**src/rtl/serial_len_ctrl_pkg.sv**
```systemverilog
// Shared types and constants for the serial length controller.
// State encoding is 3 bits; the bit counter width follows the length-field width.
package serial_len_ctrl_pkg;

    localparam int DEF_DW = 8;

    function automatic int cnt_width(input int dw);
        return (dw > 1) ? $clog2(dw) : 1;
    endfunction

    localparam int CNT_W = cnt_width(DEF_DW);

    typedef enum logic [2:0] {
        IDLE  = 3'd0,
        SHIFT = 3'd1,
        STOP  = 3'd2,
        LOAD  = 3'd3,
        RUN   = 3'd4,
        DONE  = 3'd5,
        ERR   = 3'd6
    } state_t;

endpackage

```
**src/rtl/serial_len_ctrl_if.sv**
```systemverilog
// Serial-line input, downstream terminal count, and the length/strobe outputs.
// slave = the controller, master = whoever drives the line and models downstream.
interface serial_len_ctrl_if
    import serial_len_ctrl_pkg::*;
#(
    parameter int DW = DEF_DW
);
    logic          si;
    logic          co;
    logic [DW-1:0] len;
    logic          ld;
    logic          en_cnt;
    logic          en_tri;
    logic          busy;
    logic          done;
    logic          frame_err;

    modport slave (
        input  si, co,
        output len, ld, en_cnt, en_tri, busy, done, frame_err
    );

    modport master (
        output si, co,
        input  len, ld, en_cnt, en_tri, busy, done, frame_err
    );
endinterface

```
**src/rtl/serial_len_ctrl_len_shreg.sv**
```systemverilog
// DW-bit LSB-first shift register: new bits enter at the MSB and move toward bit 0.
// One-cycle update when sh_en is high, holds otherwise; DW must be at least 2.
module len_shreg #(
    parameter int DW = 8
) (
    input  logic          clk,
    input  logic          rst,
    input  logic          sh_en,
    input  logic          sd,
    output logic [DW-1:0] q
);
    logic [DW-1:0] q_q, q_d;

    always_comb begin
        q_d = q_q;
        if (sh_en) begin
            q_d = {sd, q_q[DW-1:1]};
        end
    end

    always_ff @(posedge clk or posedge rst) begin
        if (rst) begin
            q_q <= '0;
        end else begin
            q_q <= q_d;
        end
    end

    assign q = q_q;
endmodule

```
**src/rtl/serial_len_ctrl.sv**
```systemverilog
// Receives start + DW LSB-first length bits + stop, then loads and runs the downstream counter.
// Outputs are Moore-decoded from the state; RUN lasts until the downstream terminal count.
module serial_len_ctrl
    import serial_len_ctrl_pkg::*;
#(
    parameter int DW = DEF_DW
) (
    input  logic              clk,
    input  logic              rst,
    serial_len_ctrl_if.slave  bus
);
    localparam int CW = (DW == DEF_DW) ? CNT_W : cnt_width(DW);
    localparam logic [CW-1:0] LAST_BIT = CW'(DW - 1);

    state_t        state_q, state_d;
    logic [CW-1:0] bit_cnt_q, bit_cnt_d;
    logic          shift_en;

    always_ff @(posedge clk or posedge rst) begin
        if (rst) begin
            state_q   <= IDLE;
            bit_cnt_q <= '0;
        end else begin
            state_q   <= state_d;
            bit_cnt_q <= bit_cnt_d;
        end
    end

    always_comb begin
        state_d   = state_q;
        bit_cnt_d = bit_cnt_q;
        case (state_q)
            IDLE: begin
                if (!bus.si) begin
                    state_d   = SHIFT;
                    bit_cnt_d = '0;
                end
            end
            SHIFT: begin
                // Explicit wrap keeps non-power-of-two widths correct.
                if (bit_cnt_q == LAST_BIT) begin
                    state_d   = STOP;
                    bit_cnt_d = '0;
                end else begin
                    bit_cnt_d = bit_cnt_q + 1'b1;
                end
            end
            STOP:    state_d = bus.si ? LOAD : ERR;
            LOAD:    state_d = RUN;
            RUN: begin
                if (bus.co) begin
                    state_d = DONE;
                end
            end
            DONE:    state_d = IDLE;
            ERR:     state_d = IDLE;
            default: state_d = IDLE;
        endcase
    end

    assign shift_en      = (state_q == SHIFT);
    assign bus.ld        = (state_q == LOAD);
    assign bus.en_cnt    = (state_q == RUN);
    assign bus.en_tri    = (state_q == RUN);
    assign bus.busy      = (state_q != IDLE);
    assign bus.done      = (state_q == DONE);
    assign bus.frame_err = (state_q == ERR);

    len_shreg #(
        .DW (DW)
    ) u_len_shreg (
        .clk   (clk),
        .rst   (rst),
        .sh_en (shift_en),
        .sd    (bus.si),
        .q     (bus.len)
    );
endmodule

```
**src/flat_wrapper.sv**
```systemverilog
// flat-port wrapper written by rule: the top's interface ports become plain ports
module serial_len_ctrl_flat import serial_len_ctrl_pkg::*;
#(
    parameter int DW = DEF_DW
)
  (clk, rst, bus_si, bus_co, bus_len, bus_ld, bus_en_cnt, bus_en_tri, bus_busy, bus_done, bus_frame_err);
  serial_len_ctrl_if #(.DW(DW)) bus_i ();
  input  logic clk;
  input  logic rst;
  input wire logic [$bits(bus_i.si)-1:0] bus_si;
  input wire logic [$bits(bus_i.co)-1:0] bus_co;
  output wire logic [$bits(bus_i.len)-1:0] bus_len;
  output wire logic [$bits(bus_i.ld)-1:0] bus_ld;
  output wire logic [$bits(bus_i.en_cnt)-1:0] bus_en_cnt;
  output wire logic [$bits(bus_i.en_tri)-1:0] bus_en_tri;
  output wire logic [$bits(bus_i.busy)-1:0] bus_busy;
  output wire logic [$bits(bus_i.done)-1:0] bus_done;
  output wire logic [$bits(bus_i.frame_err)-1:0] bus_frame_err;
  assign bus_i.si = bus_si;
  assign bus_i.co = bus_co;
  assign bus_len = bus_i.len;
  assign bus_ld = bus_i.ld;
  assign bus_en_cnt = bus_i.en_cnt;
  assign bus_en_tri = bus_i.en_tri;
  assign bus_busy = bus_i.busy;
  assign bus_done = bus_i.done;
  assign bus_frame_err = bus_i.frame_err;
  serial_len_ctrl #(.DW(DW)) u_core (.clk(clk), .rst(rst), .bus(bus_i));
endmodule
```
**config.mk**
```make
export PLATFORM = sky130hd
export DESIGN_NAME = serial_len_ctrl_flat
export DESIGN_NICKNAME = d
export VERILOG_FILES = /design/src/rtl/serial_len_ctrl_pkg.sv /design/src/rtl/serial_len_ctrl_if.sv /design/src/rtl/serial_len_ctrl_len_shreg.sv /design/src/rtl/serial_len_ctrl.sv /design/src/flat_wrapper.sv
export SDC_FILE = /design/constraint.sdc
export NUM_CORES = 1
export LEC_CHECK = 0
export CAP_MARGIN = 20
export CORE_MARGIN = 5
export CORE_UTILIZATION = 50
export DETAILED_ROUTE_END_ITERATION = 6
export HOLD_SLACK_MARGIN = 0.06
export PLACE_DENSITY = 0.8
export SYNTH_ARGS = -nofsm -noshare
export SYNTH_HDL_FRONTEND = slang
export SYNTH_SLANG_ARGS = --single-unit
```
**constraint.sdc**
```tcl
create_clock -name clk -period 2.6 [get_ports clk]
set_clock_uncertainty 0.1 [all_clocks]
set_input_delay 0.65 -clock clk [delete_from_list [all_inputs] [get_ports clk]]
set_output_delay 0.65 -clock clk [all_outputs]
set_load 0.005 [all_outputs]
```
# ---- Word-level counts from Yosys, hierarchy flattened
# Index checks and enable logic that the tools add are counted.
dict set report classes {
  mul 0
  n_mux 8
  shift 0
  reduce_logical 5
  n_bitwise 0
  n_eq_ne 10
  n_div 0
  n_lt_le_gt_ge 0
  add_sub_neg 1
}
# op count
set op_table {}
lappend op_table {{$mux W3} 6}
lappend op_table {{$pmux W3 S5} 1}
lappend op_table {{$eq A3 B3 Y1 const B} 4}
lappend op_table {{$eq A3 B2 Y1 const B} 2}
lappend op_table {{$ne A2 B2 Y1 const B} 3}
lappend op_table {{$pmux W3 S2} 1}
lappend op_table {{$add A3 B1 Y3 const B} 1}
lappend op_table {{$eq A3 B1 Y1 const B} 1}
lappend op_table {{$logic_not A3 Y1} 1}
lappend op_table {{$reduce_and A3 Y1} 1}
lappend op_table {{$reduce_bool A3 Y1} 1}
lappend op_table {{$reduce_and A2 Y1} 1}
lappend op_table {{$reduce_bool A2 Y1} 1}
dict set report totals {
  inputBits 4
  memories 0
  mem_bits_ro 0
  out_inout_bits 14
  ram_bits 0
  wordCells 27
  latch_bits 0
  reg_bits 14
}

# ---- Longest topological paths before layout
dict set report depth {
  ltp_word 3
  mapped_depth 5
}

# ---- By module
# A second synthesis with hierarchy kept.
dict set report hier_totals {
  hier_cells 53
  hier_area_um2 681.9
}
# mod seq_area_each_um2 cells_per_inst area_per_inst_um2 instances
set by_module_without_submodules {}
lappend by_module_without_submodules {serial_len_ctrl 150.1 35 346.6 1}
lappend by_module_without_submodules {len_shreg 200.2 18 335.3 1}

# ---- Least setup slack after synthesis
# OpenSTA, ideal clock, no wires.
dict set report synth_path {
  path_kind {flip-flop to output port}
  startpoint {reg u_core.state_q[1]}
  endpoint {out bus_en_tri}
  n_path_buf 2
  arrival_ps 1072
  path_stages_with_launch 4
  required_ps 1850
  path_slack_ps 778
  cell_sequence {dfrtp_1 -> buf_6 -> nor3b_1 -> buf_4}
}
dict set report synth_between {
  elab_chain_len 1
}
# element line
set synth_rtl {}
lappend synth_rtl {{from (decl)} serial_len_ctrl.sv:15} ;# state_t state_q, state_d;
lappend synth_rtl {{from (signal assigned)} serial_len_ctrl.sv:24} ;# state_q <= state_d;
lappend synth_rtl {{$eq A3 B3 Y1} -}
lappend synth_rtl {{to (decl)} flat_wrapper.sv:15} ;# output wire logic [$bits(bus_i.en_tri)-1:0] bus_en_tri;
# No other way between the ends.

# ---- Worst setup path after layout
dict set report layout_path {
  startpoint {reg u_core.state_q[2]}
  endpoint {out bus_busy}
}
dict set report layout_between {
  elab_chain_len 1
}
# element line
set layout_rtl {}
lappend layout_rtl {{$reduce_bool A3 Y1} serial_len_ctrl.sv:65} ;# assign bus.busy = (state_q != IDLE);
lappend layout_rtl {{to (decl)} flat_wrapper.sv:16} ;# output wire logic [$bits(bus_i.busy)-1:0] bus_busy;
# No other way between the ends.

==> impl_metrics.yaml <==
critical_path:
  cp-end-kind: "output pin"
  worstPathRequired_ns: 1.85
  crit_type: "flip-flop to output pin"
  path_max_fanout: 10
  start_kind: "flip-flop"
  arrival_ns: 1.74
finish:
  drive_gt1_frac: 0.300
  layout_commonest_cell: "clkdlybuf4s50_1"
  area_delta_synth_final_pct: 22.7
  ff_latch_area_sq_um: 350
  antenna_cells: 0
  utilization: 0.632
  nets: 77
  fillCellCount: 122
  final_cell_count_no_fill: 86
  multiInputGateArea_sq_um: 334
  final_cell_mix: "clkdlybuf4s50_1 (17), dfrtp_1 (14), mux2_4 (8)"
drt:
  antenna_left: 0
  vias: 429
  first_iter_violations: 1
  wl_microns: 1240
  routed_via_density: 4.99
  dr.pass1.iters: 2
  route.detailed.drc: 0
  wire_per_inst_microns: 14.4
logic_synthesis:
  netlist-cell-type-count: 24
  avgSynthCellArea_sq_um: 13.9
  ys_ff_latch: 14
  synth-warning-count: 0
  synth_edf_count: 0
  postSynthCellCount: 54
  syn_area_sq_um: 748
  synth_top_flop_cell: "dfrtp_1"
  syn_nets: 60
  synthArstFlopShare: 1.00
  yosysSeqAreaShare: 0.468
placement:
  port_buffers: 17
  dp_slack_ns: 0.306
  placedCellCount: 82
  gp_congestion: 0.741
  dp_hpwl_microns: 920
clock_tree:
  cts_tree: "done"
  h-tree-depth: 1
  cts_buffer_depth: 2
  clock-sinks: 14
  cts.clk_slew.worst_paths_ns: 0.08
  clock_latency_ns: 0.28
  clock-root-buffer: "clkbuf_4"
  postCtsSetupRepairBufs: 0
  cts_made_buffers: 3
sta:
  rsz0062_at_grt: "false"
  finalHoldViolations: 0
  setup_tns_ns: 0
  min_period_ns: 2.49
  max_slew_margin: 0.518
  fin_ws_ns: 0.109
  drv_slew: 0
  setup_viol: 0
  worst_slew_pin_slew_ns: 0.723
  period_share: 0.958
  fmax_ghz: 0.401
global_route:
  antenna_found_initial: 0
  grt_pass1_vias: 441
  grt_overflow_total: 0
  grt_util_all_layers: 0.117
  grt_max_degree: 15
  grt_pass1_wl_microns: 2160
power_and_ir_drop:
  cellLeakagePower_nw: 0.425
  powerDensity_mw_per_mm2: 1300
  ir_worst_vdd_mv: 0.628
run_status:
  status: "completed"
floorplanning:
  rows: 14
  die_w_microns: 48.7
  start_util: 0.515
  dieArea_sq_mm: 0.00237
  core_area_sq_mm: 0.00145
  die_h_microns: 48.7
  ios: 18
hold_path:
  hold_path.class: "flip-flop to flip-flop"
job:
  drv_cap: 0
## report_power, final
part	internal, mW	switching, mW	total [mW]
combinational	0.413	0.198	0.610
sequential	0.324	0.104	0.428
clock	0.0851	0.0663	0.151
total	0.822	0.368	1.19
## Yosys cell counts (all sizes together), types with 2 or more instances
| cell type | n | share of area |
|---|---|---|
| nand2 | 4 | 0.020 |
| nor3b | 2 | 0.035 |
| inv | 2 | 0.010 |
| mux2 | 8 | 0.16 |
| o21bai | 2 | 0.025 |
| and3b | 2 | 0.027 |
| nor2 | 2 | 0.010 |
| dfrtp | 14 | 0.47 |
| nand2b | 3 | 0.035 |
| buf | 5 | 0.082 |
| ha | 2 | 0.033 |
## layer usage
metal / global-route usage / up-vias / wire, microns
li1: - / 220 / -
met1: 0.131 / 196 / 526
met2: 0.187 / 11 / 638
met3: 0.0460 / 2 / 54
met4: 0.0673 / 0 / 19
met5: 0 / - / 0
## worst max-delay path, cell delays in order (launching register included)
cell	delay [ns]
dfrtp_1	0.51
or3_2	0.51
clkdlybuf4s50_1	0.45
## registers in the layout, indices dropped and copies added (netlist names)
signal and cells:
u_core.state_q 3, u_core.bit_cnt_q 3, u_core.u_len_shreg.q 8
## path summary, 6_finish.rpt
path / startpoint / end / slack [ns] / cells after the start
worst max-delay path: u_core.state_q[2] / bus_busy / 0.11 / 2
worst min-delay path: u_core.bit_cnt_q[0] / u_core.bit_cnt_q[0] / 0.39 / 1
worst max register to register: u_core.state_q[0] / u_core.u_len_shreg.q[5] / 0.84 / 2
worst min register to register: u_core.bit_cnt_q[0] / u_core.bit_cnt_q[0] / 0.39 / 1
max in group asynchronous: rst / u_core.bit_cnt_q[0] / 1.41 / 2
min in group asynchronous: rst / u_core.u_len_shreg.q[2] / 0.64 / 2
## cells by family after synthesis
family	synth area share
xor+xnor	0.0117
fa+ha+maj	0.0334
buf+inv	0.0920
flops	0.468
compound gates	0.0870
simple gates	0.147
mux	0.161
## per-stage QoR
| step | power [mW] | area, sq um | hold WS, ns |
|---|---|---|---|
| after global placement | 1.03 | 877 | 0.378 |
| after floorplan | 0.896 | 748 | 0.361 |
| after global routing | 1.28 | 918 | 0.410 |
| final | 1.19 | 918 | 0.390 |
| after detailed placement | 1.05 | 877 | 0.386 |
| after CTS | 1.21 | 918 | 0.397 |
## cell type report
class,instances,area share
clock buffer,4,0.0395
inverter,2,0.00817
multi-input combinational,33,0.364
sequential,14,0.381
tap,16,0.0218
timing repair buffer,17,0.185
## repair_timing
action,in CTS,in global routing
resized for setup,1,0
setup endpoints to repair,2,0
hold buffers,0,0
Power figures use the tool's default switching activity.
